==> src/rtl/cdc_handshake_arbiter.sv <==
// cdc_handshake_arbiter: round-robin sharing of one 4-phase send/rcv CDC channel among N_REQ requesters
module cdc_handshake_arbiter #(
    parameter int N_REQ   = 4,
    parameter int DATA_W  = 8,
    parameter int TIMEOUT = 255
) (
    input  logic                       clk,
    input  logic                       rst,
    input  logic [N_REQ-1:0]           i_req,
    input  logic [N_REQ*DATA_W-1:0]    i_data,
    output logic [N_REQ-1:0]           o_ack,
    output logic                       o_src_send,
    output logic [DATA_W-1:0]          o_src_data,
    output logic [$clog2(N_REQ)-1:0]   o_src_id,
    input  logic                       i_src_rcv,
    output logic                       o_busy,
    output logic                       o_done,
    output logic                       o_timeout
);
    localparam int IW = $clog2(N_REQ);
    localparam int CW = TIMEOUT > 0 ? $clog2(TIMEOUT + 1) : 1;

    typedef enum logic [1:0] {IDLE, SEND, RELEASE} state_t;

    state_t            state;
    logic [IW-1:0]     ptr, pick, nxt;
    logic [N_REQ-1:0]  rot;
    logic              any;
    logic [DATA_W-1:0] sel;
    logic [CW-1:0]     cnt;
    logic              timed_out;

    // rotate so bit 0 is the pointer slot; scanning downward leaves the nearest request in pick
    always_comb begin
        rot  = N_REQ'({i_req, i_req} >> ptr);
        any  = 1'b0;
        pick = '0;
        sel  = '0;
        for (int k = N_REQ - 1; k >= 0; k--)
            if (rot[k]) begin
                any  = 1'b1;
                pick = IW'((int'(ptr) + k) % N_REQ);
            end
        for (int k = 0; k < N_REQ; k++)
            if (pick == IW'(k)) sel = i_data[k*DATA_W +: DATA_W];
        nxt = (pick == IW'(N_REQ - 1)) ? '0 : pick + 1'b1;
    end

    assign o_busy = state != IDLE;

    always_ff @(posedge clk) begin
        if (rst) begin
            state      <= IDLE;
            ptr        <= '0;
            cnt        <= '0;
            timed_out  <= 1'b0;
            o_ack      <= '0;
            o_src_send <= 1'b0;
            o_src_data <= '0;
            o_src_id   <= '0;
            o_done     <= 1'b0;
            o_timeout  <= 1'b0;
        end else begin
            o_ack     <= '0;
            o_done    <= 1'b0;
            o_timeout <= 1'b0;
            case (state)
                IDLE:
                    if (!i_src_rcv && any) begin
                        o_src_data <= sel;
                        o_src_id   <= pick;
                        o_src_send <= 1'b1;
                        o_ack      <= N_REQ'(1) << pick;
                        ptr        <= nxt;
                        cnt        <= '0;
                        timed_out  <= 1'b0;
                        state      <= SEND;
                    end
                SEND:
                    if (i_src_rcv) begin
                        o_src_send <= 1'b0;
                        state      <= RELEASE;
                    end else if (TIMEOUT != 0 && cnt == CW'(TIMEOUT - 1)) begin
                        o_src_send <= 1'b0;
                        o_timeout  <= 1'b1;
                        timed_out  <= 1'b1;
                        state      <= RELEASE;
                    end else begin
                        cnt <= cnt + 1'b1;
                    end
                RELEASE:
                    if (!i_src_rcv) begin
                        o_done <= !timed_out;
                        state  <= IDLE;
                    end
                default: state <= IDLE;
            endcase
        end
    end
endmodule
==> config.mk <==
export PLATFORM = sky130hd
export DESIGN_NAME = cdc_handshake_arbiter
export DESIGN_NICKNAME = d
export VERILOG_FILES = /design/src/rtl/cdc_handshake_arbiter.sv
export SDC_FILE = /design/constraint.sdc
export NUM_CORES = 1
export LEC_CHECK = 0
export ABC_AREA = 1
export ABC_CLOCK_PERIOD_IN_PS = 3200
export BUFFER_PORTS_ARGS = -buffer_cell sky130_fd_sc_hd__buf_2
export CORE_ASPECT_RATIO = 1.5
export CORE_MARGIN = 4
export CORE_UTILIZATION = 56
export DETAILED_ROUTE_END_ITERATION = 8
export GPL_ROUTABILITY_DRIVEN = 0
export PLACE_DENSITY_LB_ADDON = 0.15
export SYNTH_ARGS = -nofsm -noshare
export SYNTH_HDL_FRONTEND = slang
export SYNTH_SLANG_ARGS = --single-unit
==> constraint.sdc <==
create_clock -name clk -period 3.2 [get_ports clk]
set_input_delay 0.64 -clock clk [delete_from_list [all_inputs] [get_ports clk]]
set_output_delay 0.64 -clock clk [all_outputs]
set_load 0.01 [all_outputs]
==> key figures, run 1 <==
Run status
  – Result of the run: completed

Setup path
  – Startpoint Class: flop
  – CP required: 3.41 ns
  – Delay contributed by the slowest stage of the critical path: around 0.62 ns
  – Cell occurring most often along the worst timing path: sky130_fd_sc_hd__nand2_1
  – Kind of end point of the critical path: flop
  – CP max stage cell: sky130_fd_sc_hd__dfxtp_1
  – Worst path bufs/invs: 2
  – Crit path kind: reg -> reg
  – Sequence of cells on the critical path: inv_2, nand2_2, nand2_2, nand2_1, nand2_1, nor2_1, nand2_1, nand2_1, nand2_1, inv_1, ha_1, nand2_1, o21ai_0, nand2_1, nand2_1, o21ai_0, o21ai_0
  – Crit-path max FO: 16
  – Critical Path AT: between 2 and 3 ns
  – Category of cells accounting for the largest share of critical-path delay: simple AND/OR/NAND/NOR gates

Floorplan
  – # IOs: 57
  – Starting utilization of the core area: between 50% and 60%
  – Area of the core region: around 3400 sq um
  – Die area: ~4600 sq um
  – Y dimension of the die: ~80 microns
  – Overall die width: 56.5 microns
  – Standard-cell rows: 26

Timing
  – Max Clock Skew: around 0.0067 ns
  – Final Hold Vio Count: 0
  – Final-report setup violation count: 0
  – Worst slew slack as a fraction of its limit: between 60% and 70%
  – Setup repair after global routing missed its margin: false
  – Final critical-path required period: approximately 2.6 ns
  – Setup ws final: ~0.64 ns
  – Final TNS setup: 0 ns
  – Maximum operating frequency: between 300 and 400 MHz
  – Final count of pins violating max slew: 0
  – Share of the clock period used by the worst path: about 80%
  – Transition time at the pin with the least slew margin: approximately 0.48 ns

Routing
  – Antenna violation net count after detailed routing: 0
  – 1st-iter DRT viols: roughly 100
  – Routed wire length: between 4000 and 5000 microns
  – Mean routed wirelength per cell: 11.6 microns
  – Post-route DRC: 0
  – Average via count per standard cell: around 5.0
  – DR pass1 iterations: 4
  – Total via count after detailed routing: 2016

Clock network
  – Clock edge transition at the registers on the reported setup and hold paths: 0.06 ns
  – Number of H-tree branching levels: 2
  – TritonCTS clock tree: done
  – Bufs on Longest Clock Path: 2
  – Post-CTS resize count: 0
  – Clock latency on the worst-skew pair: 0.29 ns
  – Number of clock buffers inserted by TritonCTS: 5
  – Buffers inserted during post-CTS setup optimization: 0
  – Quantity of hold-fixing buffers added after cts: 0
  – Number of sinks handled by clock tree synthesis: 30
  – Root buffer cell: sky130_fd_sc_hd__clkbuf_8

Placed design
  – Post-DP HPWL: between 3000 and 4000 microns
  – Setup Slack @ Placement: about 0.64 ns
  – Port Buffers: between 50 and 60

Global routing
  – Maximum number of pins on one net before global-route repair: 17
  – Total routing usage reported by global routing: 22.1%
  – Initial antenna violation count: 0
  – Number of global-route vias before repair: ~1900
  – Global-route wire length before repair: between 7000 and 8000 microns
  – Final global-route overflow total: 0

Yosys
  – Cell types occupying the most area after synthesis: sky130_fd_sc_hd__dfxtp_1 30%, sky130_fd_sc_hd__nand2_1 21%, sky130_fd_sc_hd__o21ai_0 7.1%, sky130_fd_sc_hd__inv_1 5.5%, sky130_fd_sc_hd__nor2_1 4.8%
  – Ys Warns: 0
  – Share of the synthesized area in the top cell type: a little under a third
  – Avg Cell Area, Syn: ~6.4 sq um
  – Biggest area consumer among synthesized cells: sky130_fd_sc_hd__dfxtp_1
  – Number of nets in the synthesized netlist: between 300 and 400
  – Post-synthesis cell type count: 28
  – Cell count after synthesis: slightly above 300
  – Total standard cell area after synthesis: between 1500 and 2000 sq um
  – Flip-flop and latch count after synthesis: 30
  – Proportion of synthesized chip area in sequential cells: slightly above 30%

Pwr
  – Leakage dissipation: around 1.2 nW
  – Internal power contribution: between 0.001 and 0.0015 W
  – Maximum ir drop on the vdd rail: between 400 and 500 uV
  – Net Sw Frac: between 40 and 50%
  – Sequential fraction of design power: ~28%
  – Sw Pwr: approximately 0.00082 W
  – Part of the power in the clock network: between 15 and 20%
  – Gate power share: a little over half
  – Power per standard cell area: approximately 780 nW/um^2

Cells and area
  – Count of antenna diodes in the layout: 0
  – Post-layout nets: a little over 400
  – Fraction of final layout cells sized beyond drive strength 1: roughly 27%
  – Area delta synth->final: 18.8%

Job
  – Max_cap viols: 0

Hold path
  – Tightest Hold Check Type: reg -> reg
## cells in the final DEF (no fill, tap or decap)
master and count:
sky130_fd_sc_hd__nand3_2 7, sky130_fd_sc_hd__o21bai_1 1, sky130_fd_sc_hd__nand2_4 2, sky130_fd_sc_hd__nand3_1 17, sky130_fd_sc_hd__nand3_4 1, sky130_fd_sc_hd__inv_2 4, sky130_fd_sc_hd__or2_2 1, sky130_fd_sc_hd__nand2_1 111
sky130_fd_sc_hd__ha_1 6, sky130_fd_sc_hd__nor2_4 2, sky130_fd_sc_hd__nand2_2 8, sky130_fd_sc_hd__nand4_1 1, sky130_fd_sc_hd__dfxtp_1 30, sky130_fd_sc_hd__o21ai_2 2, sky130_fd_sc_hd__nor3b_1 2, sky130_fd_sc_hd__nand3b_1 1
sky130_fd_sc_hd__clkbuf_8 8, sky130_fd_sc_hd__o21ai_0 28, sky130_fd_sc_hd__nor2_1 25, sky130_fd_sc_hd__nor3_1 1, sky130_fd_sc_hd__a21oi_1 10, sky130_fd_sc_hd__inv_1 29, sky130_fd_sc_hd__nor2_2 1, sky130_fd_sc_hd__a21oi_2 7
sky130_fd_sc_hd__buf_2 56
## power groups by stage
stage                     Combinational (W)  Clock [W]  Sequential, W
after floorplan                    0.000712          0       0.000545
after global placement             0.000941          0       0.000527
after detailed placement           0.000956          0       0.000529
after CTS                          0.000963   0.000363       0.000521
after global routing                0.00112   0.000378       0.000536
final                              0.000957   0.000353       0.000523
## per-stage QoR
stage | instance area [sq um] | cells | utilization [%] | total power, W | hold WS, ns
final | 2340 | 403 | 68.6 | 0.00183 | 0.429
after global routing | 2340 | 403 | 68.6 | 0.00203 | 0.463
after floorplan | 1970 | 306 | - | 0.00126 | 0.399
after detailed placement | 2230 | 395 | 65.4 | 0.00149 | 0.425
after CTS | 2340 | 403 | 68.6 | 0.00185 | 0.437
after global placement | 2230 | 395 | 65.4 | 0.00147 | 0.419
## logic make-up (layout without fill, tap and decap cells)
logic type      Yosys count  in the layout  share of synthesized area, %
compound gates           48             48                          14.0
fa+ha+maj                 6              6                          3.81
buf+inv                  42             97                          9.90
flops                    30             30                          30.5
simple gates            180            180                          41.8
## registers in the layout, indices dropped and copies added (netlist names), 2 cells and up
name        cells
o_src_data      8
ptr             2
o_ack           4
o_src_id        2
cnt             8
state           2
## path summary, 6_finish.rpt
check | from | end | slack (ns) | depth (start not counted)
setup / recovery | ptr[0] | o_src_data[1] | 0.64 | 17
hold / removal | timed_out | o_done | 0.43 | 1
setup reg to reg | ptr[0] | o_src_data[1] | 0.64 | 17
hold reg to reg | timed_out | o_done | 0.43 | 1
## worst reg2reg max path, stage by stage, from the launching register on
cell and delay, ns:
sky130_fd_sc_hd__dfxtp_1 0.62, sky130_fd_sc_hd__inv_2 0.17, sky130_fd_sc_hd__nand2_2 0.12, sky130_fd_sc_hd__nand2_2 0.08, sky130_fd_sc_hd__nand2_1 0.07, sky130_fd_sc_hd__nand2_1 0.05, sky130_fd_sc_hd__nor2_1 0.08, sky130_fd_sc_hd__nand2_1 0.05
sky130_fd_sc_hd__nand2_1 0.07, sky130_fd_sc_hd__nand2_1 0.10, sky130_fd_sc_hd__inv_1 0.10, sky130_fd_sc_hd__ha_1 0.43, sky130_fd_sc_hd__nand2_1 0.09, sky130_fd_sc_hd__o21ai_0 0.11, sky130_fd_sc_hd__nand2_1 0.07, sky130_fd_sc_hd__nand2_1 0.05
sky130_fd_sc_hd__o21ai_0 0.08, sky130_fd_sc_hd__o21ai_0 0.16
## layer usage
layer	routed length, microns	GRT usage, %	up-vias
met5	0	0	-
met4	133	12.1	0
met3	254	3.86	12
met2	2530	41.8	62
met1	1760	22.3	869
li1	-	-	1073
## synthesized netlist by cell type (all sizes together)
| master | instances |
|---|---|
| inv | 33 |
| nor3 | 1 |
| nor3b | 2 |
| clkbuf | 5 |
| nand3 | 25 |
| ha | 6 |
| dfxtp | 30 |
| nand2 | 121 |
| buf | 4 |
| or2 | 1 |
| a21oi | 17 |
| nor2 | 28 |
| nand3b | 1 |
| o21bai | 1 |
| nand4 | 1 |
| o21ai | 30 |
## final cells by class
class / instances / area, sq um
Sequential cell: 30 / 601
Clock buffer: 8 / 110
Timing Repair Buffer: 56 / 280
Multi-Input combinational cell: 234 / 1180
Inverter: 33 / 124
Tap cell: 42 / 52.6
Fill cell: 344 / 1070
(Power assumes the default switching activity.)
==> inputs of run 2 (changes only) <==
--- a/config.mk
+++ b/config.mk
@@ -5,12 +5,12 @@
 export SDC_FILE = /design/constraint.sdc
 export NUM_CORES = 1
 export LEC_CHECK = 0
-export ABC_AREA = 1
-export ABC_CLOCK_PERIOD_IN_PS = 3200
+export ABC_AREA = 0
+export ABC_CLOCK_PERIOD_IN_PS = 2470
 export BUFFER_PORTS_ARGS = -buffer_cell sky130_fd_sc_hd__buf_2
 export CORE_ASPECT_RATIO = 1.5
 export CORE_MARGIN = 4
-export CORE_UTILIZATION = 56
+export CORE_UTILIZATION = 49
 export DETAILED_ROUTE_END_ITERATION = 8
 export GPL_ROUTABILITY_DRIVEN = 0
 export PLACE_DENSITY_LB_ADDON = 0.15
==> constraint.sdc (replaced) <==
create_clock -name clk -period 2.47 [get_ports clk]
set_input_delay 0.494 -clock clk [delete_from_list [all_inputs] [get_ports clk]]
set_output_delay 0.494 -clock clk [all_outputs]
set_load 0.01 [all_outputs]
==> key figures, run 2 <==
Placed design
  – Instance count after placement with tap cells included: 276 (was 395)
  – Post-DP HPWL: 2870 microns (was 3650 microns)
  – Port Buffers: 56 (unchanged)

Timing
  – Transition time at the pin with the least slew margin: 0.549 ns (was 0.484 ns)
  – Final-report setup violation count: 0 (unchanged)
  – Final Hold Vio Count: 0 (unchanged)
  – Worst slew slack as a fraction of its limit: 63.4% (was 67.7%)
  – Setup repair after global routing missed its margin: false (unchanged)
  – Maximum operating frequency: 445 MHz (was 390 MHz)
  – Max Clock Skew: 0.00463 ns (was 0.00669 ns)
  – Final critical-path required period: 2.25 ns (was 2.56 ns)
  – Final TNS setup: 0 ns (unchanged)
  – Hold slack: 0.463 ns (was 0.429 ns)
  – Share of the clock period used by the worst path: 91.0% (was 80.1%)
  – Final count of pins violating max slew: 0 (unchanged)

Clock network
  – Quantity of hold-fixing buffers added after cts: 0 (unchanged)
  – Clock latency on the worst-skew pair: 0.29 ns (about the same)
  – TritonCTS clock tree: done (unchanged)
  – Clock edge transition at the registers on the reported setup and hold paths: 0.07 ns (was 0.06 ns)
  – Buffers inserted during post-CTS setup optimization: 0 (unchanged)
  – Bufs on Longest Clock Path: 2 (unchanged)
  – Number of H-tree branching levels: 2 (unchanged)
  – Post-CTS resize count: 0 (unchanged)
  – Root buffer cell: sky130_fd_sc_hd__clkbuf_8 (unchanged)
  – Number of sinks handled by clock tree synthesis: 30 (unchanged)
  – Number of clock buffers inserted by TritonCTS: 5 (unchanged)

Yosys
  – Biggest area consumer among synthesized cells: sky130_fd_sc_hd__dfxtp_1 (unchanged)
  – Post-synthesis cell type count: 44 (was 28)
  – Fraction of synthesized area in multiplexers: 0.637% (was 0%)
  – Avg Cell Area, Syn: 8.44 sq um (was 6.44 sq um)
  – Proportion of synthesized chip area in sequential cells: 38.2% (was 30.5%)
  – Simple-gate area share of the yosys netlist: 22.9% (was 41.8%)
  – Most used DFF post-synth: sky130_fd_sc_hd__dfxtp_1 (unchanged)
  – Total standard cell area after synthesis: 1570 sq um (was 1970 sq um)
  – Flip-flop and latch count after synthesis: 30 (unchanged)
  – Share of the synthesized area in the top cell type: 38.2% (was 30.5%)
  – Cell count after synthesis: 186 (was 306)
  – Count of flip-flops with a built-in enable after synthesis: 0 (unchanged)
  – Proportion of register bits with asynchronous set or reset after synthesis: 0% (unchanged)
  – Cell types occupying the most area after synthesis: sky130_fd_sc_hd__dfxtp_1 38%, sky130_fd_sc_hd__a21oi_1 5.7%, sky130_fd_sc_hd__nand2_1 5.3%, sky130_fd_sc_hd__ha_1 4.8%, sky130_fd_sc_hd__o21ai_0 4.1% (was sky130_fd_sc_hd__dfxtp_1 30%, sky130_fd_sc_hd__nand2_1 21%, sky130_fd_sc_hd__o21ai_0 7.1%, sky130_fd_sc_hd__inv_1 5.5%, sky130_fd_sc_hd__nor2_1 4.8%)
  – Complex-gate fraction of the synthesized area: 28.4% (was 14.0%)
  – Most frequently used cell type in the post-synthesis netlist: sky130_fd_sc_hd__dfxtp_1 (was sky130_fd_sc_hd__nand2_1)
  – Number of nets in the synthesized netlist: 231 (was 351)
  – Arithmetic-cell share of the synthesized area counting full adders, half adders and majority gates: 4.78% (was 3.81%)
  – Combinational family with the most area after synthesis: compound AO/OA/AOI/OAI gates (was simple AND/OR/NAND/NOR gates)
  – Most frequent cells after synthesis: 30 x sky130_fd_sc_hd__dfxtp_1, 22 x sky130_fd_sc_hd__nand2_1, 18 x sky130_fd_sc_hd__a21oi_1, 13 x sky130_fd_sc_hd__o21ai_0, 9 x sky130_fd_sc_hd__inv_1 (was 111 x sky130_fd_sc_hd__nand2_1, 30 x sky130_fd_sc_hd__dfxtp_1, 29 x sky130_fd_sc_hd__inv_1, 28 x sky130_fd_sc_hd__o21ai_0, 25 x sky130_fd_sc_hd__nor2_1)
  – Xor/xnor share of the synthesized area: 0% (unchanged)
  – Ys Warns: 0 (unchanged)

Global routing
  – Met2 usage in global routing: 32.9% (was 41.8%)
  – Maximum number of pins on one net before global-route repair: 18 (was 17)
  – Total routing usage reported by global routing: 20.0% (was 22.1%)
  – Final global-route overflow total: 0 (unchanged)
  – Number of global-route vias before repair: 1455 (was 1895)
  – Global Route met1 Usage: 22.9% (was 22.3%)
  – Busiest layer in global routing: met2 (unchanged)
  – Met3 GRT Util: 4.98% (was 3.86%)
  – Initial antenna violation count: 0 (unchanged)
  – Global-route wire length before repair: 6310 microns (was 7940 microns)

Routing
  – Mean routed wirelength per cell: 13.4 microns (was 11.6 microns)
  – Antenna violation net count after detailed routing: 0 (unchanged)
  – Post-route DRC: 0 (unchanged)
  – Average via count per standard cell: 5.45 (was 5.00)
  – 1st-iter DRT viols: 31 (was 103)
  – Routed wire length: 3800 microns (was 4670 microns)
  – DR pass1 iterations: 4 (unchanged)
  – Total via count after detailed routing: 1548 (was 2016)

Floorplan
  – Standard-cell rows: 24 (was 26)
  – Y dimension of the die: 77.3 microns (was 80.7 microns)
  – Area of the core region: 3000 sq um (was 3420 sq um)
  – Die area: 4190 sq um (was 4550 sq um)
  – # IOs: 57 (unchanged)
  – Overall die width: 54.2 microns (was 56.5 microns)
  – Starting utilization of the core area: 52.3% (was 57.7%)

Setup path
  – Startpoint Class: flop (unchanged)
  – Crit-path max FO: 7 (was 16)
  – CP required: 2.70 ns (was 3.41 ns)
  – Crit path kind: reg -> reg (unchanged)
  – Kind of end point of the critical path: flop (unchanged)
  – Critical Path AT: 2.48 ns (was 2.77 ns)

Pwr
  – Maximum ir drop on the vdd rail: 565 uV (was 487 uV)
  – Sequential fraction of design power: 41.2% (was 28.5%)
  – Power per standard cell area: 645 nW/um^2 (was 782 nW/um^2)
  – Net Sw Frac: 27.8% (was 44.6%)
  – Part of the power in the clock network: 38.9% (was 19.3%)
  – Leakage dissipation: 0.873 nW (was 1.18 nW)
  – Sw Pwr: 0.000357 W (was 0.000818 W)
  – Gate power share: 19.9% (was 52.2%)
  – Internal power contribution: 0.000926 W (was 0.00101 W)

Cells and area
  – Post-layout nets: 289 (was 405)
  – Most common library cell in the layout ignoring fill and taps: sky130_fd_sc_hd__buf_2 (was sky130_fd_sc_hd__nand2_1)
  – Post-layout instance count excluding filler cells: 284 (was 403)
  – Fraction of final layout cells sized beyond drive strength 1: 31.0% (was 27.4%)
  – Registers with the highest flip-flop counts: cnt (8), o_src_data (8), o_ack (4) (unchanged)
  – Area delta synth->final: 26.7% (was 18.8%)
  – Count of antenna diodes in the layout: 0 (unchanged)
  – Top library cells by usage in the layout, fill and taps aside: 56 x sky130_fd_sc_hd__buf_2, 30 x sky130_fd_sc_hd__dfxtp_1, 22 x sky130_fd_sc_hd__nand2_1 (was 111 x sky130_fd_sc_hd__nand2_1, 56 x sky130_fd_sc_hd__buf_2, 30 x sky130_fd_sc_hd__dfxtp_1)

Hold path
  – Tightest Hold Check Type: reg -> reg (unchanged)

Job
  – Max_cap viols: 0 (unchanged)

Run status
  – Result of the run: completed (unchanged)
## run 2: cell families (layout without fill, tap and decap cells)
| kind of cell | count (synthesis) | count (layout) |
|---|---|---|
| AO/OA/AOI/OAI | 65 | 65 |
| adder cells (fa/ha/maj) | 6 | 6 |
| buffers and inverters | 17 | 76 |
| flip-flops | 30 | 30 |
| multiplexers | 1 | 1 |
| AND/OR/NAND/NOR | 67 | 67 |
## run 2: power groups by stage
stage | combinational (W) | sequential (W) | clock [W]
finish | 0.000255 | 0.000529 | 0.000499
global route | 0.000288 | 0.000533 | 0.000529
CTS | 0.000257 | 0.000529 | 0.000508
detailed placement | 0.000256 | 0.000539 | 0
global placement | 0.000252 | 0.000540 | 0
floorplan | 0.000161 | 0.000543 | 0
## run 2: worst max-delay path, stage by stage (launching register included)
cell and delay (ns):
sky130_fd_sc_hd__dfxtp_1 0.45, sky130_fd_sc_hd__a21oi_1 0.09, sky130_fd_sc_hd__o21a_1 0.18, sky130_fd_sc_hd__o22ai_1 0.15, sky130_fd_sc_hd__buf_4 0.16, sky130_fd_sc_hd__ha_1 0.23
sky130_fd_sc_hd__nor2b_1 0.37, sky130_fd_sc_hd__a221oi_1 0.14, sky130_fd_sc_hd__o31ai_1 0.27, sky130_fd_sc_hd__a22o_1 0.15
## run 2: path summary, 6_finish.rpt
check,slack (ns),from,cells past startpoint,end
min reg2reg,0.46,o_src_data[4],2,o_src_data[4]
min,0.46,o_src_data[4],2,o_src_data[4]
max,0.22,ptr[1],9,o_src_data[2]
max reg2reg,0.22,ptr[1],9,o_src_data[2]
## run 2: per-stage QoR
step,area (sq um),total power [W],utilization [%],worst slack [ns]
2_1_floorplan,1570,0.000704,-,0.286
3_3_place_gp,1880,0.000792,62.5,0.193
3_5_place_dp,1880,0.000795,62.5,0.0959
4_1_cts,1990,0.00129,66.3,0.222
5_1_grt,1990,0.00135,66.3,0.0201
6_report,1990,0.00128,66.3,0.223
## run 2: cell type report
| cell class | count | area (sq um) |
|---|---|---|
| clock inverter | 3 | 45.0 |
| tap | 39 | 48.8 |
| multi-input combinational | 139 | 890 |
| clock buffer | 5 | 68.8 |
| sequential | 30 | 601 |
| inverter | 9 | 33.8 |
| fill | 293 | 1010 |
| timing repair buffer | 59 | 303 |
## run 2: per-layer routing
| metal | up-vias | part of all wire (%) |
|---|---|---|
| met4 | 0 | 2.3 |
| met1 | 695 | 40 |
| met3 | 7 | 6.2 |
| met2 | 44 | 52 |
| met5 | - | 0 |
| li1 | 802 | - |
==> inputs of run 3 (changes only) <==
--- a/config.mk
+++ b/config.mk
@@ -14,6 +14,7 @@
 export DETAILED_ROUTE_END_ITERATION = 8
 export GPL_ROUTABILITY_DRIVEN = 0
 export PLACE_DENSITY_LB_ADDON = 0.15
+export RECOVER_POWER = 50
 export SYNTH_ARGS = -nofsm -noshare
 export SYNTH_HDL_FRONTEND = slang
 export SYNTH_SLANG_ARGS = --single-unit
==> key figures, run 3 (same netlist as run 2, synthesis figures left out) <==
Pwr
  – Leakage dissipation: 0.786 nW (was 0.873 nW)
  – Sequential fraction of design power: 41.5% (was 41.2%)
  – Part of the power in the clock network: 39.0% (was 38.9%)
  – Gate power share: 19.5% (was 19.9%)
  – Net Sw Frac: 27.8% (about the same)
  – Power per standard cell area: 653 nW/um^2 (was 645 nW/um^2)
  – Maximum ir drop on the vdd rail: 562 uV (was 565 uV)
  – Final Power: 0.00128 W (about the same)
  – Sw Pwr: 0.000355 W (was 0.000357 W)
  – Internal power contribution: 0.000920 W (was 0.000926 W)

Setup path
  – Kind of end point of the critical path: flop (unchanged)
  – Crit path kind: in -> reg (was reg -> reg)
  – CP required: 2.69 ns (was 2.70 ns)
  – Crit-path max FO: 12 (was 7)
  – Startpoint Class: input pin (was flop)
  – Critical Path AT: 2.52 ns (was 2.48 ns)

Timing
  – Transition time at the pin with the least slew margin: 1.11 ns (was 0.549 ns)
  – Final critical-path required period: 2.31 ns (was 2.25 ns)
  – Maximum operating frequency: 434 MHz (was 445 MHz)
  – Share of the clock period used by the worst path: 93.4% (was 91.0%)
  – Final-report setup violation count: 0 (unchanged)
  – Worst slew slack as a fraction of its limit: 25.4% (was 63.4%)
  – Final TNS setup: 0 ns (unchanged)
  – Final Hold Vio Count: 0 (unchanged)
  – Max Clock Skew: 0.00527 ns (was 0.00463 ns)
  – Hold slack: 0.467 ns (was 0.463 ns)
  – Final count of pins violating max slew: 0 (unchanged)
  – Setup repair after global routing missed its margin: false (unchanged)

Cells and area
  – Area delta synth->final: 24.4% (was 26.7%)
  – Registers with the highest flip-flop counts: cnt (8), o_src_data (8), o_ack (4) (unchanged)
  – Fraction of final layout cells sized beyond drive strength 1: 22.4% (was 31.0%)
  – Most common library cell in the layout ignoring fill and taps: sky130_fd_sc_hd__buf_2 (unchanged)
  – Top library cells by usage in the layout, fill and taps aside: 38 x sky130_fd_sc_hd__buf_2, 30 x sky130_fd_sc_hd__dfxtp_1, 22 x sky130_fd_sc_hd__nand2_1 (was 56 x sky130_fd_sc_hd__buf_2, 30 x sky130_fd_sc_hd__dfxtp_1, 22 x sky130_fd_sc_hd__nand2_1)
  – Post-layout nets: 289 (unchanged)
  – Count of antenna diodes in the layout: 0 (unchanged)
  – Final core utilization: 65.0% (was 66.3%)

Global routing
  – Met2 usage in global routing: 32.9% (unchanged)
  – Final global-route overflow total: 0 (unchanged)
  – Met3 GRT Util: 4.98% (unchanged)
  – Global Route met1 Usage: 22.9% (unchanged)
  – Initial antenna violation count: 0 (unchanged)
  – Total routing usage reported by global routing: 20.0% (unchanged)
  – Maximum number of pins on one net before global-route repair: 18 (unchanged)
  – Global-route wire length before repair: 6310 microns (unchanged)
  – Busiest layer in global routing: met2 (unchanged)
  – Number of global-route vias before repair: 1455 (unchanged)

Clock network
  – Quantity of hold-fixing buffers added after cts: 0 (unchanged)
  – Bufs on Longest Clock Path: 2 (unchanged)
  – Root buffer cell: sky130_fd_sc_hd__clkbuf_8 (unchanged)
  – Number of clock buffers inserted by TritonCTS: 5 (unchanged)
  – Clock latency on the worst-skew pair: 0.29 ns (about the same)
  – Buffers inserted during post-CTS setup optimization: 0 (unchanged)
  – Clock edge transition at the registers on the reported setup and hold paths: 0.07 ns (about the same)
  – Post-CTS resize count: 0 (unchanged)
  – TritonCTS clock tree: done (unchanged)
  – Number of sinks handled by clock tree synthesis: 30 (unchanged)
  – Number of H-tree branching levels: 2 (unchanged)

Run status
  – Result of the run: completed (unchanged)

Floorplan
  – Y dimension of the die: 77.3 microns (unchanged)
  – Overall die width: 54.2 microns (unchanged)
  – Starting utilization of the core area: 52.3% (unchanged)
  – Die area: 4190 sq um (unchanged)
  – # IOs: 57 (unchanged)
  – Standard-cell rows: 24 (unchanged)
  – Area of the core region: 3000 sq um (unchanged)

Routing
  – Post-route DRC: 0 (unchanged)
  – Average via count per standard cell: 5.46 (was 5.45)
  – Total via count after detailed routing: 1551 (was 1548)
  – Mean routed wirelength per cell: 13.4 microns (about the same)
  – Antenna violation net count after detailed routing: 0 (unchanged)
  – 1st-iter DRT viols: 25 (was 31)
  – Routed wire length: 3810 microns (was 3800 microns)
  – DR pass1 iterations: 7 (was 4)

Hold path
  – Tightest Hold Check Type: reg -> reg (unchanged)

Placed design
  – Port Buffers: 56 (unchanged)
  – Post-DP HPWL: 2870 microns (unchanged)

Job
  – Max_cap viols: 0 (unchanged)
[run 3: critical path, stage by stage]
cell and delay [ns]:
sky130_fd_sc_hd__clkbuf_1 0.11, sky130_fd_sc_hd__or4_1 0.63, sky130_fd_sc_hd__o21ai_0 0.90, sky130_fd_sc_hd__o21ai_0 0.22, sky130_fd_sc_hd__a21oi_1 0.17
[run 3: worst paths after layout]
| kind | from | endpoint | slack (ns) | cells after the start |
|---|---|---|---|---|
| max reg2reg | ptr[1] | o_src_data[2] | 0.21 | 9 |
| max | i_req[1] | cnt[2] | 0.16 | 5 |
| min | o_src_data[4] | o_src_data[4] | 0.47 | 2 |
| min reg2reg | o_src_data[4] | o_src_data[4] | 0.47 | 2 |
[run 3: cell type report]
type | count | area (sq um)
fillers | 305 | 1050
multi-input cells | 139 | 876
flip-flops and latches | 30 | 601
repair buffers | 59 | 280
clock buffers | 5 | 68.8
well taps | 39 | 48.8
clock inverters | 3 | 45.0
inverters | 9 | 33.8
[run 3: metal layers]
metal	vias up	part of all wire, %
met4	0	2.0
met2	47	51
met5	-	0
met1	700	41
li1	798	-
met3	6	6.0
[run 3: per-stage QoR]
stage,instance area [sq um],setup slack [ns],cells
floorplan,1570,0.286,186
CTS,1990,0.222,284
global route,1950,0.0192,284
finish,1950,0.164,284
detailed placement,1880,0.0959,276
global placement,1880,0.193,276
[run 3: power groups by stage]
stage / logic (W) / registers (W) / clock network, W
global placement: 0.000252 / 0.000540 / 0
floorplan: 0.000161 / 0.000543 / 0
detailed placement: 0.000256 / 0.000539 / 0
finish: 0.000248 / 0.000530 / 0.000497
global route: 0.000282 / 0.000533 / 0.000529
CTS: 0.000257 / 0.000529 / 0.000508
